`src/rtl/sym_vn_rank_dbuf.sv`:
```
// Double-buffered symmetric VN rank LUT.
// VNU_NUM read ports see the active bank with one cycle of latency while a
// valid/ready stream reload engine fills the shadow bank; a swap request
// exchanges the two banks atomically once the shadow bank is full.
//
// Reload handshake: a beat transfers on every rising edge where
// load_valid && load_ready. load_ready is high exactly while the engine is
// in LOAD and never depends on load_valid; load_data must be stable while
// load_valid is high. Beats presented while load_ready is low are ignored.
module sym_vn_rank_dbuf #(
    parameter int VNU_NUM   = 2,
    parameter int QUAN_SIZE = 3,
    parameter int ADDR_W    = 5
) (
    input  logic                         write_clk,
    input  logic                         rst,
    input  logic [VNU_NUM*ADDR_W-1:0]    page_addr,
    input  logic                         rd_en,
    output logic [VNU_NUM*QUAN_SIZE-1:0] lut_data,
    input  logic                         load_start,
    input  logic [QUAN_SIZE-1:0]         load_data,
    input  logic                         load_valid,
    output logic                         load_ready,
    output logic                         load_done,
    input  logic                         swap_req,
    output logic                         active_bank,
    output logic                         swap_err,
    output logic [1:0]                   dbg_state
);

    localparam int DEPTH = 2 ** ADDR_W;

    localparam logic [1:0] ST_IDLE = 2'd0;
    localparam logic [1:0] ST_LOAD = 2'd1;
    localparam logic [1:0] ST_FULL = 2'd2;

    logic [1:0]                   state_q, state_d;
    logic [ADDR_W-1:0]            wr_cnt_q, wr_cnt_d;
    logic                         active_q, active_d;
    logic                         swap_err_q, swap_err_d;
    logic                         load_done_q, load_done_d;
    logic [VNU_NUM*QUAN_SIZE-1:0] lut_data_q, lut_data_d;

    logic                         wr_en;
    logic [ADDR_W-1:0]            wr_addr;

    logic [QUAN_SIZE-1:0]         bank0_q [DEPTH];
    logic [QUAN_SIZE-1:0]         bank1_q [DEPTH];

    // Reload FSM: write-pointer sequencing, bank swap and sticky swap error.
    always_comb begin
        state_d     = state_q;
        wr_cnt_d    = wr_cnt_q;
        active_d    = active_q;
        swap_err_d  = swap_err_q;
        load_done_d = 1'b0;
        wr_en       = 1'b0;
        wr_addr     = wr_cnt_q;
        case (state_q)
            ST_IDLE: begin
                if (load_start) begin
                    state_d    = ST_LOAD;
                    wr_cnt_d   = '0;
                    swap_err_d = 1'b0;
                end
                // Shadow bank is not known to be full: refuse the swap.
                if (swap_req) begin
                    swap_err_d = 1'b1;
                end
            end
            ST_LOAD: begin
                // A restart rewinds the pointer so a beat in the same cycle lands at 0.
                if (load_start) begin
                    wr_addr    = '0;
                    wr_cnt_d   = '0;
                    swap_err_d = 1'b0;
                end
                if (load_valid) begin
                    wr_en    = 1'b1;
                    wr_cnt_d = wr_addr + 1'b1;
                    if (wr_addr == {ADDR_W{1'b1}}) begin
                        state_d     = ST_FULL;
                        load_done_d = 1'b1;
                    end
                end
                if (swap_req) begin
                    swap_err_d = 1'b1;
                end
            end
            ST_FULL: begin
                // Swap has priority over a simultaneous restart request.
                if (swap_req) begin
                    active_d = ~active_q;
                    state_d  = ST_IDLE;
                end else if (load_start) begin
                    state_d    = ST_LOAD;
                    wr_cnt_d   = '0;
                    swap_err_d = 1'b0;
                end
            end
            default: begin
                state_d = ST_IDLE;
            end
        endcase
    end

    // Read path: every port looks up the currently active bank.
    always_comb begin
        lut_data_d = lut_data_q;
        if (rd_en) begin
            for (int k = 0; k < VNU_NUM; k++) begin
                if (active_q) begin
                    lut_data_d[k*QUAN_SIZE +: QUAN_SIZE] = bank1_q[page_addr[k*ADDR_W +: ADDR_W]];
                end else begin
                    lut_data_d[k*QUAN_SIZE +: QUAN_SIZE] = bank0_q[page_addr[k*ADDR_W +: ADDR_W]];
                end
            end
        end
    end

    // Control and read-data registers with asynchronous reset.
    always_ff @(posedge write_clk or posedge rst) begin
        if (rst) begin
            state_q     <= ST_IDLE;
            wr_cnt_q    <= '0;
            active_q    <= 1'b0;
            swap_err_q  <= 1'b0;
            load_done_q <= 1'b0;
            lut_data_q  <= '0;
        end else begin
            state_q     <= state_d;
            wr_cnt_q    <= wr_cnt_d;
            active_q    <= active_d;
            swap_err_q  <= swap_err_d;
            load_done_q <= load_done_d;
            lut_data_q  <= lut_data_d;
        end
    end

    // Shadow-bank write port; storage is deliberately left unreset.
    always_ff @(posedge write_clk) begin
        if (wr_en) begin
            if (active_q) begin
                bank0_q[wr_addr] <= load_data;
            end else begin
                bank1_q[wr_addr] <= load_data;
            end
        end
    end

    assign lut_data    = lut_data_q;
    assign load_ready  = (state_q == ST_LOAD);
    assign load_done   = load_done_q;
    assign active_bank = active_q;
    assign swap_err    = swap_err_q;
    assign dbg_state   = state_q;

endmodule
```
`config.mk`:
```
export PLATFORM = sky130hd
export DESIGN_NAME = sym_vn_rank_dbuf
export DESIGN_NICKNAME = d
export VERILOG_FILES = /design/src/rtl/sym_vn_rank_dbuf.sv
export SDC_FILE = /design/constraint.sdc
export NUM_CORES = 1
export LEC_CHECK = 0
export ABC_AREA = 1
export CAP_MARGIN = 0
export CORE_ASPECT_RATIO = 1.1
export CORE_MARGIN = 4
export CORE_UTILIZATION = 55
export DETAILED_ROUTE_END_ITERATION = 16
export PLACE_DENSITY = 0.72
export SKIP_LAST_GASP = 1
export SLEW_MARGIN = 20
export SYNTH_ARGS = -nofsm -noshare
export SYNTH_HDL_FRONTEND = slang
export SYNTH_SLANG_ARGS = --single-unit
```
`constraint.sdc`:
```
create_clock -name write_clk -period 2.7 [get_ports write_clk]
set_input_delay 0.27 -clock write_clk [delete_from_list [all_inputs] [get_ports write_clk]]
set_output_delay 0.27 -clock write_clk [all_outputs]
set_load 0.02 [all_outputs]
```
### Word level (Yosys, flattened, before mapping)

Memories as Yosys holds them, arrays and structs flattened.
Index checks and enable logic that the tools add are counted.

* register bits: 16
* bits in writable memories: 192
* input port bits: 19
* output and inout port bits: 12
* word-level logic and storage cells: 52
* memories: 2

Memories
* bank0_q: depth 32, bits a word 3, read ports 2, clocked after memory_dff 0, write ports 1, line 47 `logic [QUAN_SIZE-1:0] bank0_q [DEPTH];`
* bank1_q: depth 32, bits a word 3, read ports 2, clocked after memory_dff 0, write ports 1, line 48 `logic [QUAN_SIZE-1:0] bank1_q [DEPTH];`

* add/sub/neg operators: 1
* equality and inequality tests: 6
* multiplexer cells: 28
* bitwise operators: 1
* reduce and logical (&&, ||, !) cells: 8

Operator list (number)
* 5-bit 2-to-1 mux: 5
* 5-bit case mux with 3 select lines: 1
* 1-bit 2-to-1 mux: 14
* 2-bit 2-to-1 mux: 4
* 2-bit AND reduction: 4
* 3-bit 2-to-1 mux: 2
* 2-bit case mux with 3 select lines: 1
* 5-bit by 1-bit adder with 5-bit output (second input constant): 1
* 5-bit == test (second input constant): 1
* 2-bit inequality test (second input constant): 2
* 3-bit nonzero test: 1
* 2-bit by 1-bit == test with 1-bit output (second input constant): 1
* 2-bit == test (second input constant): 1
* 2-bit logical NOT: 1
* 2-bit by 1-bit inequality test with 1-bit output (second input constant): 1
* 1-bit case mux with 2 select lines: 1
* 2-bit nonzero test: 1
* 2-bit OR reduction: 1
* 1-bit NOT: 1

### Logic depth before layout (Yosys ltp)

* depth after elaboration: 6
* depth in mapped cells: 14
* mapped depth without buffers: 11

### Least setup slack after synthesis

Ideal clock, no wire load.

* kind: flip-flop to flip-flop
* from: register state_q[0] (netlist: dbg_state[0])
* to: memory bank0_q[12][0], enable pin
* setup time: 345 ps
* arrival: 1639 ps
* path slack: 716 ps
* stages on the path, launching flop included: 8
* path buffers: 1
* path through: dfrtp_1 -> inv_1 -> nor2_4 -> nand2_1 -> inv_1 -> nand2_1 -> buf_2 -> nor3_1

* word-level cells in the longest chain between the ends: 4

Ends and longest elaborated chain
* start, declared: line 37 `logic [1:0] state_q, state_d;`
* start signal, assigned: line 131 `state_q <= state_d;`
* 2-bit by 1-bit == test with 1-bit output *
* net load_ready: line 23 `output logic load_ready,`
* 1-bit 2-to-1 mux: line 59 `case (state_q)`
* 1-bit 2-to-1 mux: line 142 `if (wr_en) begin`
* 1-bit 2-to-1 mux (not written as such): line 144 `bank0_q[wr_addr] <= load_data;`
* end, declared: line 47

Mark *: on every way through the listed nets, which the timed path passes. The rest lies on a longest branch.

### Worst setup path after layout

* from: register state_q[0] (netlist: dbg_state[0])
* to: memory bank1_q[24][2], enable pin

* word-level cells in the longest chain between the ends: 4

Ends and longest elaborated chain
* 2-bit by 1-bit == test with 1-bit output *: line 59
* 1-bit 2-to-1 mux: line 59
* 1-bit 2-to-1 mux: line 142
* 1-bit 2-to-1 mux (not written as such): line 146 `bank1_q[wr_addr] <= load_data;`
* end, declared: line 48

Mark *: on every way between the ends. The rest lies on a longest branch, timed or not.

==> qor.csv <==
stage,metric,value,unit
pwr,power_density,626,nW/um2
synth,synth_area,10900,um2
timing,hold-worst-slack,0.170,ns
global_routing,grtUsageTotal,28.8,%
status,status,completed,
pwr,p_leak,4.57,nW
drt,drc,0,
global_routing,grt_pass1_wl,49600,um
critical_path,start_kind,flop,
critical_path,cp_max_fo,9,
die,die_w,142,um
finish,antenna_cells,0,
cts,clkTransAtPathRegs,0.06,ns
finish,layout-drive-gt1-share,5.33,%
synth,yosys_warnings,0,
drt,detail-route-antenna-nets,0,
finish,fillers,1659,
run,maxCapViolCount,0,
cts,cts_made_buffers,22,
timing,timing.fmax,441,MHz
finish,finalCoreUtilization,61.9,%
cts,cts_hold_buf,0,
finish,final_cells,1503,
die,fp-row-count,53,
critical_path,crit_type,flop to flop,
placed_design,pre_cts_slack,0.199,ns
placed_design,io_buffers,30,
cts,insertion_delay,0.51,ns
drt,drt_iter0_markers,1272,
placed_design,gp_congestion,0.901,
timing,worstMarginPinSlew,1.12,ns
cts,tritoncts,built,
die,die_area,22100,um2
finish,area_growth,9.57,%
timing,drv_slew,0,
cts,cts_max_level,1,
critical_path,r2r_cells,7,
die,core_area,19200,um2
timing,timing.final.ws_setup,0.431,ns
timing,fin_skew,0.00874,ns
synth,synth-adder-area-share,0.115,%
drt,drt_pass1_iterations,7,
worst_hold_path,min_path_type,input port to asynchronous set/reset pin,
pwr,ir_worst_vdd,0.587,mV
cts,postCtsSetupRepairBufs,0,
timing,setup-violations-final,0,
critical_path,crit_path_end_kind,flop,
critical_path,r2r_end,bank1_q[24][2],
synth,ys_seq_elements,208,
finish,stdcell_area,11900,um2
synth,synth_area_per_cell,8.68,um2
synth,synth_compound_area_share,0.484,%
drt,vias,9390,
timing,fin_tns_setup,0,ns
die,die_height,155,um
synth,ys_seq_area_share,56.8,%
timing,hold_violations,0,
drt,via_per_inst,6.25,
global_routing,overflow,0,
cts,cts_resized,0,
placed_design,place_inst,1464,
synth,synth_mux_area_share,0,%
cts,cts_sinks,208,
critical_path,r2r-start,dbg_state[0],
drt,drt_wl_total,32100,um
finish,nNetsFinal,1261,
synth,syn-num-nets,1271,
pwr,finalPower,7.46,mW
synth,synthCells,1251,
global_routing,grt_start_max_net_pins,97,
placed_design,hpwl,19400,um
global_routing,grt_pass1_vias,8786,
critical_path,critPathRequiredTime,2.85,ns
die,ios,31,
die,initial_core_util,56.5,%
timing,slew_headroom,25.7,%
timing,period_share,84.0,%
synth,synth_xor_area_share,0.242,%
synth,synth_simple_gate_area_share,36.6,%
critical_path,cp.arrival,2.42,ns
cts,ctsRootBufferMaster,clkbuf_16,
synth,synth_top_family_by_area,simple AND/OR/NAND/NOR gates,
global_routing,antenna_found_initial,0,
drt,wl_per_cell,21.3,um
cts,clk_path_buf_depth,3,
critical_path,rrSetupSlack,0.43,ns
synth,synth_cell_type_count,25,
timing,fin_crit,2.27,ns
placed_design,place_area,11200,um2
timing,rsz0062_at_grt,false,
## metal layers
layer / vias up / GRT usage, % / routed length [um]
met5: - / 0 / 0
li1: 4286 / - / -
met1: 4353 / 39.8 / 12200
met3: 121 / 4.12 / 3340
met4: 0 / 10.8 / 1520
met2: 630 / 46.5 / 15000
## area by class of cell
cell class	count	area [um2]	area share [%]
flip-flops and latches	208	6170	51.8
clock buffers	30	632	5.31
inverters	26	103	0.862
multi-input cells	929	4060	34.1
clock inverters	9	96.3	0.810
well taps	247	309	2.60
repair buffers	54	533	4.48
## state kept, by name (all words and copies together), names as in the netlist
name / cells
active_bank: 1
bank0_q: 96
bank1_q: 96
dbg_state: 2
load_done: 1
lut_data: 6
swap_err: 1
wr_cnt_q: 5
## synthesized netlist by cell type, drive strengths merged
library cell  number  area share, %
o21ai              6           0.28
nor3              62            2.9
a32o               1          0.092
ha                 1           0.12
dfrtp             16            3.7
edfxtp           192             53
buf               75            4.4
nand4              2           0.12
inv               26           0.94
xnor2              1          0.081
a31oi              1          0.058
o22ai              1          0.058
xor2               2           0.16
nand3            352             16
nor2              14           0.55
clkbuf            13           0.45
nand2            486             17
## worst max-delay path by stage
stage	start	to	cells after the start
6_report	dbg_state[0]	bank1_q[24][2]	7
5_1_grt	dbg_state[0]	bank1_q[12][1]	6
4_1_cts	dbg_state[1]	bank1_q[24][2]	5
3_5_place_dp	load_start	bank1_q[24][2]	5
3_3_place_gp	load_start	bank0_q[16][1]	5
2_1_floorplan	dbg_state[0]	bank0_q[12][0]	7
## critical path, cell delays in order, from the launching register on
cell     delay, ns
dfrtp_1       0.41
inv_1         0.14
nor2_4        0.06
nand2_2       0.14
nand2_1       0.10
nor2_1        0.26
nand2_1       0.29
nor3_1        0.51
## layout by cell type, fill, tap and decap left out
cell type        Yosys  final
nand2_1            485    485
o22ai_1              1      1
xor2_1               2      2
o21ai_1              1      1
clkbuf_16            0     23
xnor2_1              1      1
inv_2                2      2
edfxtp_1           192    192
a32o_1               1      1
clkdlybuf4s50_1      0     23
o21ai_0              5      5
inv_1               22     22
clkinv_1             0      5
nor3_1              62     62
ha_1                 1      1
a31oi_1              1      1
clkbuf_8             0      3
clkinv_4             0      2
inv_4                2      2
dfrtp_1             16     16
nand4_1              2      2
bufinv_16            0      2
nor2_1              13     13
clkbuf_1            13      4
buf_2               46      7
nor2_4               1      1
nand2_2              1      1
nand3_1            352    352
buf_12               0      7
buf_4               10     17
## where the power goes
group / switching [mW] / leakage, nW / internal [mW]
registers: 0.0229 / 1.93 / 3.55
logic: 0.602 / 2.29 / 0.236
clock network: 1.22 / 0.354 / 1.82
total: 1.85 / 4.57 / 5.61
## kinds of logic (layout without fill, tap and decap cells)
kind of cell,Yosys count,count (layout)
AO/OA/AOI/OAI,9,9
XOR/XNOR,3,3
adder cells (fa/ha/maj),1,1
AND/OR/NAND/NOR,916,916
flip-flops,208,208
buffers and inverters,114,119
No activity file was read; power rests on OpenSTA's default activity.
